===== src/rtl/instr_fetch_unit_pkg.sv =====
// Shared definitions for the instruction fetch unit: FSM state encodings,
// the NOP instruction word, the sequential PC step and the timeout counter width.
package instr_fetch_unit_pkg;

    typedef enum logic [0:0] {
        IF_ST_IDLE = 1'b0,
        IF_ST_REQ  = 1'b1
    } if_state_e;

    // addi x0, x0, 0
    localparam logic [31:0] IF_NOP     = 32'h0000_0013;
    localparam logic [31:0] IF_PC_STEP = 32'd4;
    localparam int unsigned IF_TMO_W   = 8;

endpackage


===== src/rtl/instr_fetch_unit_if.sv =====
// Instruction-memory request/acknowledge bus. The fetch unit is the master;
// the memory answers with ack and the instruction word in the same cycle.
interface instr_fetch_unit_if #(
    parameter int unsigned ADDR_W = 32,
    parameter int unsigned DATA_W = 32
);
    logic              req;
    logic [ADDR_W-1:0] addr;
    logic              ack;
    logic [DATA_W-1:0] rdata;

    modport master (output req, output addr, input ack, input rdata);
    modport slave  (input req, input addr, output ack, output rdata);
endinterface


===== src/rtl/instr_fetch_unit_fetch_timeout_ctr.sv =====
// Cycle counter for an outstanding instruction-memory request. Cleared while
// no request is outstanding, counts every request cycle, and flags the cycle
// on which the LIMIT-th request cycle is being spent.
module fetch_timeout_ctr
    import instr_fetch_unit_pkg::*;
#(
    parameter int unsigned LIMIT = 255
) (
    input  logic clk,
    input  logic reset,
    input  logic clr,
    input  logic en,
    output logic tc
);
    logic [IF_TMO_W-1:0] cnt_q;
    logic [IF_TMO_W-1:0] cnt_d;

    // Next count: clear has priority over enable, otherwise hold
    always_comb begin
        cnt_d = cnt_q;
        if (clr) begin
            cnt_d = {IF_TMO_W{1'b0}};
        end else if (en) begin
            cnt_d = cnt_q + 8'd1;
        end else begin
            cnt_d = cnt_q;
        end
    end

    // Count register with synchronous reset
    always_ff @(posedge clk) begin
        if (reset) begin
            cnt_q <= {IF_TMO_W{1'b0}};
        end else begin
            cnt_q <= cnt_d;
        end
    end

    // Count is zero on the first request cycle, so LIMIT-1 marks the last allowed one
    assign tc = (cnt_q == IF_TMO_W'(LIMIT - 1));

endmodule


===== src/rtl/instr_fetch_unit.sv =====
// Instruction fetch stage: owns the PC, performs one imem fetch per fetch_go
// pulse and presents the result to the IF/ID latch.
// Optional feature macro: IFETCH_MISALIGN_CHECK_EN (reject fetches from a
// PC whose low two bits are non-zero).
module instr_fetch_unit
    import instr_fetch_unit_pkg::*;
#(
    parameter int unsigned       ADDR_W      = 32,
    parameter int unsigned       DATA_W      = 32,
    parameter logic [ADDR_W-1:0] RESET_PC    = {ADDR_W{1'b0}},
    parameter int unsigned       TIMEOUT_CYC = 255
) (
    input  logic                clk,
    input  logic                reset,
    input  logic                wb_if_wren,
    input  logic                branch_taken,
    input  logic [ADDR_W-1:0]   branch_target,
    input  logic                fetch_go,
    instr_fetch_unit_if.master  imem,
    output logic [ADDR_W-1:0]   pc_out,
    output logic [DATA_W-1:0]   instr_out,
    output logic                instr_valid,
    output logic                fetch_busy,
    output logic                fetch_err,
    output logic                fetch_misalign
);
    if_state_e         state_q, state_d;
    logic [ADDR_W-1:0] pc_q, pc_d;
    logic [ADDR_W-1:0] pend_pc_q, pend_pc_d;
    logic              pend_vld_q, pend_vld_d;
    logic              req_q, req_d;
    logic [ADDR_W-1:0] addr_q, addr_d;
    logic [ADDR_W-1:0] pc_out_q, pc_out_d;
    logic [DATA_W-1:0] instr_q, instr_d;
    logic              valid_q, valid_d;
    logic              busy_q, busy_d;
    logic              err_q, err_d;

    logic              tmo_tc_s;
    logic              misalign_s;
    logic              go_accept_s;
    logic              start_s;
    logic              ack_s;
    logic              tmo_s;
    logic              done_s;
    logic [ADDR_W-1:0] base_pc_s;
    logic [ADDR_W-1:0] upd_pc_s;

`ifdef IFETCH_MISALIGN_CHECK_EN
    logic              mis_q, mis_d;
    assign misalign_s = (pc_q[1:0] != 2'b00);
`else
    assign misalign_s = 1'b0;
`endif

    assign go_accept_s = fetch_go && (state_q == IF_ST_IDLE);
    assign start_s     = go_accept_s && !misalign_s;
    assign ack_s       = (state_q == IF_ST_REQ) && imem.ack;
    // An ack on the terminal cycle wins over the timeout
    assign tmo_s       = (state_q == IF_ST_REQ) && !imem.ack && tmo_tc_s;
    assign done_s      = ack_s || tmo_s;

    // Updates during a fetch chain from the not-yet-applied pending PC
    assign base_pc_s = pend_vld_q ? pend_pc_q : pc_q;
    assign upd_pc_s  = branch_taken ? branch_target : (base_pc_s + ADDR_W'(IF_PC_STEP));

    fetch_timeout_ctr #(
        .LIMIT (TIMEOUT_CYC)
    ) u_tmo_ctr (
        .clk   (clk),
        .reset (reset),
        .clr   (state_q != IF_ST_REQ),
        .en    (state_q == IF_ST_REQ),
        .tc    (tmo_tc_s)
    );

    // FSM next state: a fetch is outstanding from accepted go until ack or timeout
    always_comb begin
        state_d = state_q;
        case (state_q)
            IF_ST_IDLE: begin
                if (start_s) state_d = IF_ST_REQ;
                else         state_d = IF_ST_IDLE;
            end
            IF_ST_REQ: begin
                if (done_s) state_d = IF_ST_IDLE;
                else        state_d = IF_ST_REQ;
            end
            default: state_d = IF_ST_IDLE;
        endcase
    end

    // PC update: immediate when idle, deferred through the pending register during a fetch
    always_comb begin
        pc_d       = pc_q;
        pend_pc_d  = pend_pc_q;
        pend_vld_d = pend_vld_q;
        if (state_q == IF_ST_IDLE) begin
            if (wb_if_wren) pc_d = upd_pc_s;
            else            pc_d = pc_q;
            pend_vld_d = 1'b0;
        end else if (done_s) begin
            if (wb_if_wren)      pc_d = upd_pc_s;
            else if (pend_vld_q) pc_d = pend_pc_q;
            else                 pc_d = pc_q;
            pend_vld_d = 1'b0;
        end else begin
            if (wb_if_wren) begin
                pend_pc_d  = upd_pc_s;
                pend_vld_d = 1'b1;
            end else begin
                pend_pc_d  = pend_pc_q;
                pend_vld_d = pend_vld_q;
            end
        end
    end

    // Registered outputs: request launch, completion, timeout and misalign reporting
    always_comb begin
        req_d    = req_q;
        addr_d   = addr_q;
        pc_out_d = pc_out_q;
        instr_d  = instr_q;
        valid_d  = valid_q;
        busy_d   = busy_q;
        err_d    = err_q;
`ifdef IFETCH_MISALIGN_CHECK_EN
        mis_d    = mis_q;
`endif
        if (go_accept_s && misalign_s) begin
            pc_out_d = pc_q;
            instr_d  = DATA_W'(IF_NOP);
            valid_d  = 1'b1;
            err_d    = 1'b1;
`ifdef IFETCH_MISALIGN_CHECK_EN
            mis_d    = 1'b1;
`endif
        end else if (start_s) begin
            req_d   = 1'b1;
            addr_d  = pc_q;
            valid_d = 1'b0;
            busy_d  = 1'b1;
        end else if (ack_s) begin
            req_d    = 1'b0;
            pc_out_d = addr_q;
            instr_d  = imem.rdata;
            valid_d  = 1'b1;
            busy_d   = 1'b0;
        end else if (tmo_s) begin
            req_d    = 1'b0;
            pc_out_d = addr_q;
            instr_d  = DATA_W'(IF_NOP);
            valid_d  = 1'b1;
            busy_d   = 1'b0;
            err_d    = 1'b1;
        end else begin
            req_d = req_q;
        end
    end

    // State register with synchronous reset; a reset mid-fetch abandons the request
    always_ff @(posedge clk) begin
        if (reset) begin
            state_q    <= IF_ST_IDLE;
            pc_q       <= RESET_PC;
            pend_pc_q  <= {ADDR_W{1'b0}};
            pend_vld_q <= 1'b0;
            req_q      <= 1'b0;
            addr_q     <= {ADDR_W{1'b0}};
            pc_out_q   <= {ADDR_W{1'b0}};
            instr_q    <= DATA_W'(IF_NOP);
            valid_q    <= 1'b0;
            busy_q     <= 1'b0;
            err_q      <= 1'b0;
`ifdef IFETCH_MISALIGN_CHECK_EN
            mis_q      <= 1'b0;
`endif
        end else begin
            state_q    <= state_d;
            pc_q       <= pc_d;
            pend_pc_q  <= pend_pc_d;
            pend_vld_q <= pend_vld_d;
            req_q      <= req_d;
            addr_q     <= addr_d;
            pc_out_q   <= pc_out_d;
            instr_q    <= instr_d;
            valid_q    <= valid_d;
            busy_q     <= busy_d;
            err_q      <= err_d;
`ifdef IFETCH_MISALIGN_CHECK_EN
            mis_q      <= mis_d;
`endif
        end
    end

    assign imem.req    = req_q;
    assign imem.addr   = addr_q;
    assign pc_out      = pc_out_q;
    assign instr_out   = instr_q;
    assign instr_valid = valid_q;
    assign fetch_busy  = busy_q;
    assign fetch_err   = err_q;
`ifdef IFETCH_MISALIGN_CHECK_EN
    assign fetch_misalign = mis_q;
`else
    assign fetch_misalign = 1'b0;
`endif

endmodule


===== src/flat_wrapper.sv =====
// flat-port wrapper written by rule: the top's interface ports become plain ports
module instr_fetch_unit_flat import instr_fetch_unit_pkg::*;
#(
    parameter int unsigned       ADDR_W      = 32,
    parameter int unsigned       DATA_W      = 32,
    parameter logic [ADDR_W-1:0] RESET_PC    = {ADDR_W{1'b0}},
    parameter int unsigned       TIMEOUT_CYC = 255
)
  (clk, reset, wb_if_wren, branch_taken, branch_target, fetch_go, pc_out, instr_out, instr_valid, fetch_busy, fetch_err, fetch_misalign, imem_req, imem_addr, imem_ack, imem_rdata);
  instr_fetch_unit_if #(.ADDR_W(ADDR_W), .DATA_W(DATA_W)) imem_i ();
  input  logic clk;
  input  logic reset;
  input  logic wb_if_wren;
  input  logic branch_taken;
  input  logic [ADDR_W-1:0] branch_target;
  input  logic fetch_go;
  output logic [ADDR_W-1:0] pc_out;
  output logic [DATA_W-1:0] instr_out;
  output logic instr_valid;
  output logic fetch_busy;
  output logic fetch_err;
  output logic fetch_misalign;
  output wire logic [$bits(imem_i.req)-1:0] imem_req;
  output wire logic [$bits(imem_i.addr)-1:0] imem_addr;
  input wire logic [$bits(imem_i.ack)-1:0] imem_ack;
  input wire logic [$bits(imem_i.rdata)-1:0] imem_rdata;
  assign imem_req = imem_i.req;
  assign imem_addr = imem_i.addr;
  assign imem_i.ack = imem_ack;
  assign imem_i.rdata = imem_rdata;
  instr_fetch_unit #(.ADDR_W(ADDR_W), .DATA_W(DATA_W), .RESET_PC(RESET_PC), .TIMEOUT_CYC(TIMEOUT_CYC)) u_core (.clk(clk), .reset(reset), .wb_if_wren(wb_if_wren), .branch_taken(branch_taken), .branch_target(branch_target), .fetch_go(fetch_go), .imem(imem_i), .pc_out(pc_out), .instr_out(instr_out), .instr_valid(instr_valid), .fetch_busy(fetch_busy), .fetch_err(fetch_err), .fetch_misalign(fetch_misalign));
endmodule

===== config.mk =====
export PLATFORM = sky130hd
export DESIGN_NAME = instr_fetch_unit_flat
export DESIGN_NICKNAME = d
export VERILOG_FILES = /design/src/rtl/instr_fetch_unit_pkg.sv /design/src/rtl/instr_fetch_unit_if.sv /design/src/rtl/instr_fetch_unit_fetch_timeout_ctr.sv /design/src/rtl/instr_fetch_unit.sv /design/src/flat_wrapper.sv
export SDC_FILE = /design/constraint.sdc
export NUM_CORES = 1
export LEC_CHECK = 0
export CAP_MARGIN = 20
export CORE_AREA = 2 2 130 132
export CTS_CLUSTER_DIAMETER = 80
export CTS_CLUSTER_SIZE = 10
export DETAILED_ROUTE_END_ITERATION = 10
export DIE_AREA = 0 0 132 134
export HOLD_SLACK_MARGIN = 0.06
export PLACE_DENSITY_LB_ADDON = 0.15
export SYNTH_ARGS = -nofsm -noshare
export SYNTH_HDL_FRONTEND = slang
export SYNTH_SLANG_ARGS = --single-unit
export TNS_END_PERCENT = 10

===== constraint.sdc =====
create_clock -name clk -period 3.1 [get_ports clk]
set_input_delay 0.31 -clock clk [delete_from_list [all_inputs] [get_ports clk]]
set_output_delay 0.31 -clock clk [all_outputs]
set_load 0.005 [all_outputs]

==> results by stage, run 1 <==
Run status:
- The run finished with clean final reports.

Floorplan:
- 171 I/O pins were placed.
- The row count is 47.
- The placeable core region is 16300 um2.
- The overall die area is 17700 um2.
- The die is 132 um wide.
- The initial utilization of the core area, before any placement, comes to 49.9%.
- The vertical die dimension is 134 um.

STA:
- The worst hold slack across all endpoints is 403 ps.
- Setup violations remaining at the end of the flow were counted as 0.
- The post-layout worst setup margin is 245 ps.
- Dividing the final minimum period by the clock period gives 92.1%.
- Measured against its own limit, the worst slew margin works out to 31.9%.
- For the finished layout, the period the worst path requires is 2850 ps.
- The slew at the pin with the worst max-slew slack is 1020 ps.
- Setup repair after global routing left no endpoint under its margin.
- Static timing analysis puts the maximum clock frequency at 0.350 GHz.
- The count of final max-slew check failures came to 0.
- After routing, the total negative slack on setup checks comes to 0 ps.
- The number of hold violations in the final report was 0.
- The final setup skew is 14.8 ps.

Placed design:
- The quantity of I/O buffers inserted on ports is 169.
- Summing all placed instances gives a cell area of 10000 um2.
- The HPWL after detailed placement is 16800 um.
- The routability congestion estimate is 0.915.
- Counting tap cells, the placed design contains a total of 1345 instances.
- The setup slack at placement is 334 ps.

Min path:
- In this run the worst hold path is classified as input pin to register.
- The launch point of the worst hold path is reset.
- The path with the worst hold slack has its endpoint at u_core.instr_out[4].
- The worst hold path was traced through 3 stages.

Synthesis:
- Counting flops with a built-in enable in the synthesized netlist gives 0.
- The top cell type by area accounts for 42.6% of the synthesized area.
- The number of nets in the synthesized netlist is 1072.
- Sorting the synthesized cells by how often they occur yields 192 x nand2_1, 173 x dfxtp_1, 100 x a21oi_1, 100 x nor2_1, 61 x clkbuf_1.
- Yosys mapped the design onto 71 distinct sky130hd cell types.
- In the post-synthesis netlist, the biggest area contributors are dfxtp_1 43%, nand2_1 8.9%, a21oi_1 6.2%.
- The average cell area after synthesis is 8.13 um2.
- The synthesized netlist occupies a cell area of 8130 um2.
- The synthesized design contains 173 register bits.
- Synthesis handed over a netlist of 999 instances.
- The leading cell type by number of instances after synthesis is nand2_1.
- The portion of the post-synthesis area used by sequential elements is 42.6%.
- Counting flops with an async set or reset pin after synthesis yields a share of 0%.
- The most frequently used flop master after synthesis is dfxtp_1.
- dfxtp_1 takes more of the synthesized area than any other cell.
- The total of warnings raised by yosys is 0.

Layout:
- The fraction of layout cells with a size suffix above 1 is 8.38%.
- The number of nets at the end of the flow is 1218.
- For this run, the share of the core covered by cells in the final layout is 65.2%.
- Once layout is complete, the cells apart from fillers number 1378.
- The final cell area excluding filler cells is 10600 um2.
- The number of fillers in the final layout is 1403.
- The repair_antennas step left the layout with diodes totalling 0.
- Compared with the post-synthesis result, the final layout area differs by 30.8%.

Clocking:
- Hold repair after CTS inserted 0 buffers.
- Counting along the longest clock path gives a buffer depth of 2.
- After clock tree synthesis, the clock-pin slew on the worst setup and hold paths is 70 ps.
- The clock root buffer is clkbuf_16.
- The insertion delay of the later-clocked pin in the worst-skew pair is 440 ps.
- TritonCTS built the clock tree.
- The number of setup buffers added after CTS is 0.
- The clock tree synthesis step divided the H-tree into 4 levels.
- The number of clock buffers added by TritonCTS is 17.
- For this design, the sink count on the clock tree is 173.
- The number of gates resized after CTS was 0.

Worst setup path:
- STA classifies the critical path endpoint as a register.
- Of all nets on the critical path, the largest fanout is 34.
- The data required time at the worst endpoint is 3420 ps.
- The worst register-to-register path begins at u_core.pend_vld_q.
- Measured in cells, the most critical reg-to-reg path has a length of 7.
- The setup path with the least slack is of type register to register.
- The slack of the worst reg-to-reg path is 250 ps.
- STA classifies the critical path startpoint as a register.
- The signal arrival time at the worst endpoint is 3180 ps.
- The critical register-to-register path endpoint is u_core.pc_q[28].

Route:
- The final layout contains routed wiring with a total length of 24500 um.
- After detailed routing, the number of remaining DRC violations is 0.
- The detailed router's first-iteration violation count is 860.
- Dividing the detail-routed via count by the number of cells gives 5.75.
- The wire length per cell after detailed routing is 17.8 um.
- The via count is 7928.
- The antenna violation net count after detailed routing is 0.
- The first-pass iteration count of the detailed router is 6.

Power:
- The sum of internal, switching and leakage power is 5.15 mW.
- The power density normalized to cell area is 485 nW/um2.
- The static leakage is 3.68 nW.
- The worst voltage drop across the vdd grid is 0.416 mV.

Global route:
- The overall track demand over capacity in global routing is 27.4%.
- The via count of the first global-routing pass was 7307.
- After global routing the overflow that remains totals 0.
- The pin count of the biggest net entering global routing is 144.
- The first global-routing pass estimated 39100 um of wire.
- The initial antenna violation count is 0.

Flow run:
- Max-cap violations in this run came to 0.
==> worst max-delay path: stages (launching register included) <==
cell and delay (ps):
dfxtp_2 680, buf_4 440, nand4_1 220, a22oi_1 370, nand3_2 220, or4_1 560, a21oi_1 170, o21ai_1 80
==> sequential cells by signal, indices dropped and copies added, names as in the netlist <==
name	cells
u_core.state_q	1
u_core.instr_out	32
u_core.fetch_err	1
u_core.u_tmo_ctr.cnt_q	8
u_core.pend_pc_q	32
u_core.pc_q	32
u_core.instr_valid	1
u_core.pend_vld_q	1
u_core.imem.addr	32
u_core.pc_out	32
u_core.imem.req	1
==> power by group <==
group / switching, mW / internal, mW
logic: 0.350 / 0.299
registers: 0.0969 / 2.31
clock network: 1.00 / 1.09
==> layout make-up <==
type	count	area, um2	share of cell area (%)
multi-input combinational	743	4330	40.7
sequential	173	3460	32.6
timing repair buffer	201	1940	18.3
clock buffer	18	439	4.13
tap	220	275	2.59
clock inverter	14	145	1.37
inverter	9	33.8	0.318
==> metal layers <==
layer | wire (um) | part of all wire [%] | global-route usage [%] | vias to the layer above
met3 | 2130 | 8.7 | 6.54 | 40
met5 | 0 | 0 | 0 | -
met2 | 10800 | 44 | 42.8 | 339
li1 | - | - | - | 3872
met4 | 567 | 2.3 | 8.88 | 0
met1 | 11000 | 45 | 37.4 | 3677
==> kinds of logic (layout without fill, tap and decap cells) <==
kind of cell | count (synthesis) | after routing | synth area share [%]
fa+ha+maj | 3 | 3 | 0.462
xor+xnor | 17 | 17 | 1.83
other cells | 1 | 1 | 0.0462
buf+inv | 83 | 242 | 4.33
compound gates | 285 | 285 | 22.8
simple gates | 396 | 396 | 22.7
mux | 41 | 41 | 5.20
flops | 173 | 173 | 42.6
==> cells in the final DEF, fill, tap and decap left out, types with 5 or more instances in the layout <==
master           synthesis  final
nand2_1                192    192
dfxtp_1                173    172
clkdlybuf4s50_1          0    168
a21oi_1                100    100
nor2_1                 100     99
a22oi_1                 32     32
a211oi_1                32     32
buf_4                    3     32
mux2i_1                 31     31
o21ai_0                 30     30
nand3_1                 26     26
clkbuf_16                0     17
xor2_1                  12     12
or3_1                   11     11
o21ai_1                 12     11
mux2_2                  10     10
inv_1                    9      9
or4_1                    9      9
o211ai_1                 9      9
nand4_1                  8      8
a31oi_1                  8      8
nand4b_1                 7      7
a311oi_1                 6      6
nor3_1                   6      6
o22ai_1                  5      5
and2_1                   5      5
o31ai_1                  5      5
xnor2_1                  5      5
a22o_1                   5      5
a2111oi_0                5      5
==> how the worst max path moves through the flow <==
stage	start	to	slack, ps	cells past startpoint
2_1_floorplan	u_core.pend_vld_q	u_core.pend_pc_q[18]	290	13
5_1_grt	u_core.pend_vld_q	u_core.pend_pc_q[29]	80	7
3_3_place_gp	u_core.pend_vld_q	u_core.pend_pc_q[29]	410	7
3_5_place_dp	u_core.pend_vld_q	u_core.pc_q[28]	330	7
6_report	u_core.pend_vld_q	u_core.pc_q[28]	250	7
4_1_cts	u_core.pend_vld_q	u_core.pc_q[28]	330	7
Power figures use the tool's default switching activity.
==> run 2, diff against run 1 <==
--- a/config.mk
+++ b/config.mk
@@ -16,4 +16,4 @@
 export SYNTH_ARGS = -nofsm -noshare
 export SYNTH_HDL_FRONTEND = slang
 export SYNTH_SLANG_ARGS = --single-unit
-export TNS_END_PERCENT = 10
+export TNS_END_PERCENT = 1
==> results of run 2 <==
No change in the layout: final DEF, timing and power equal those of run 1.
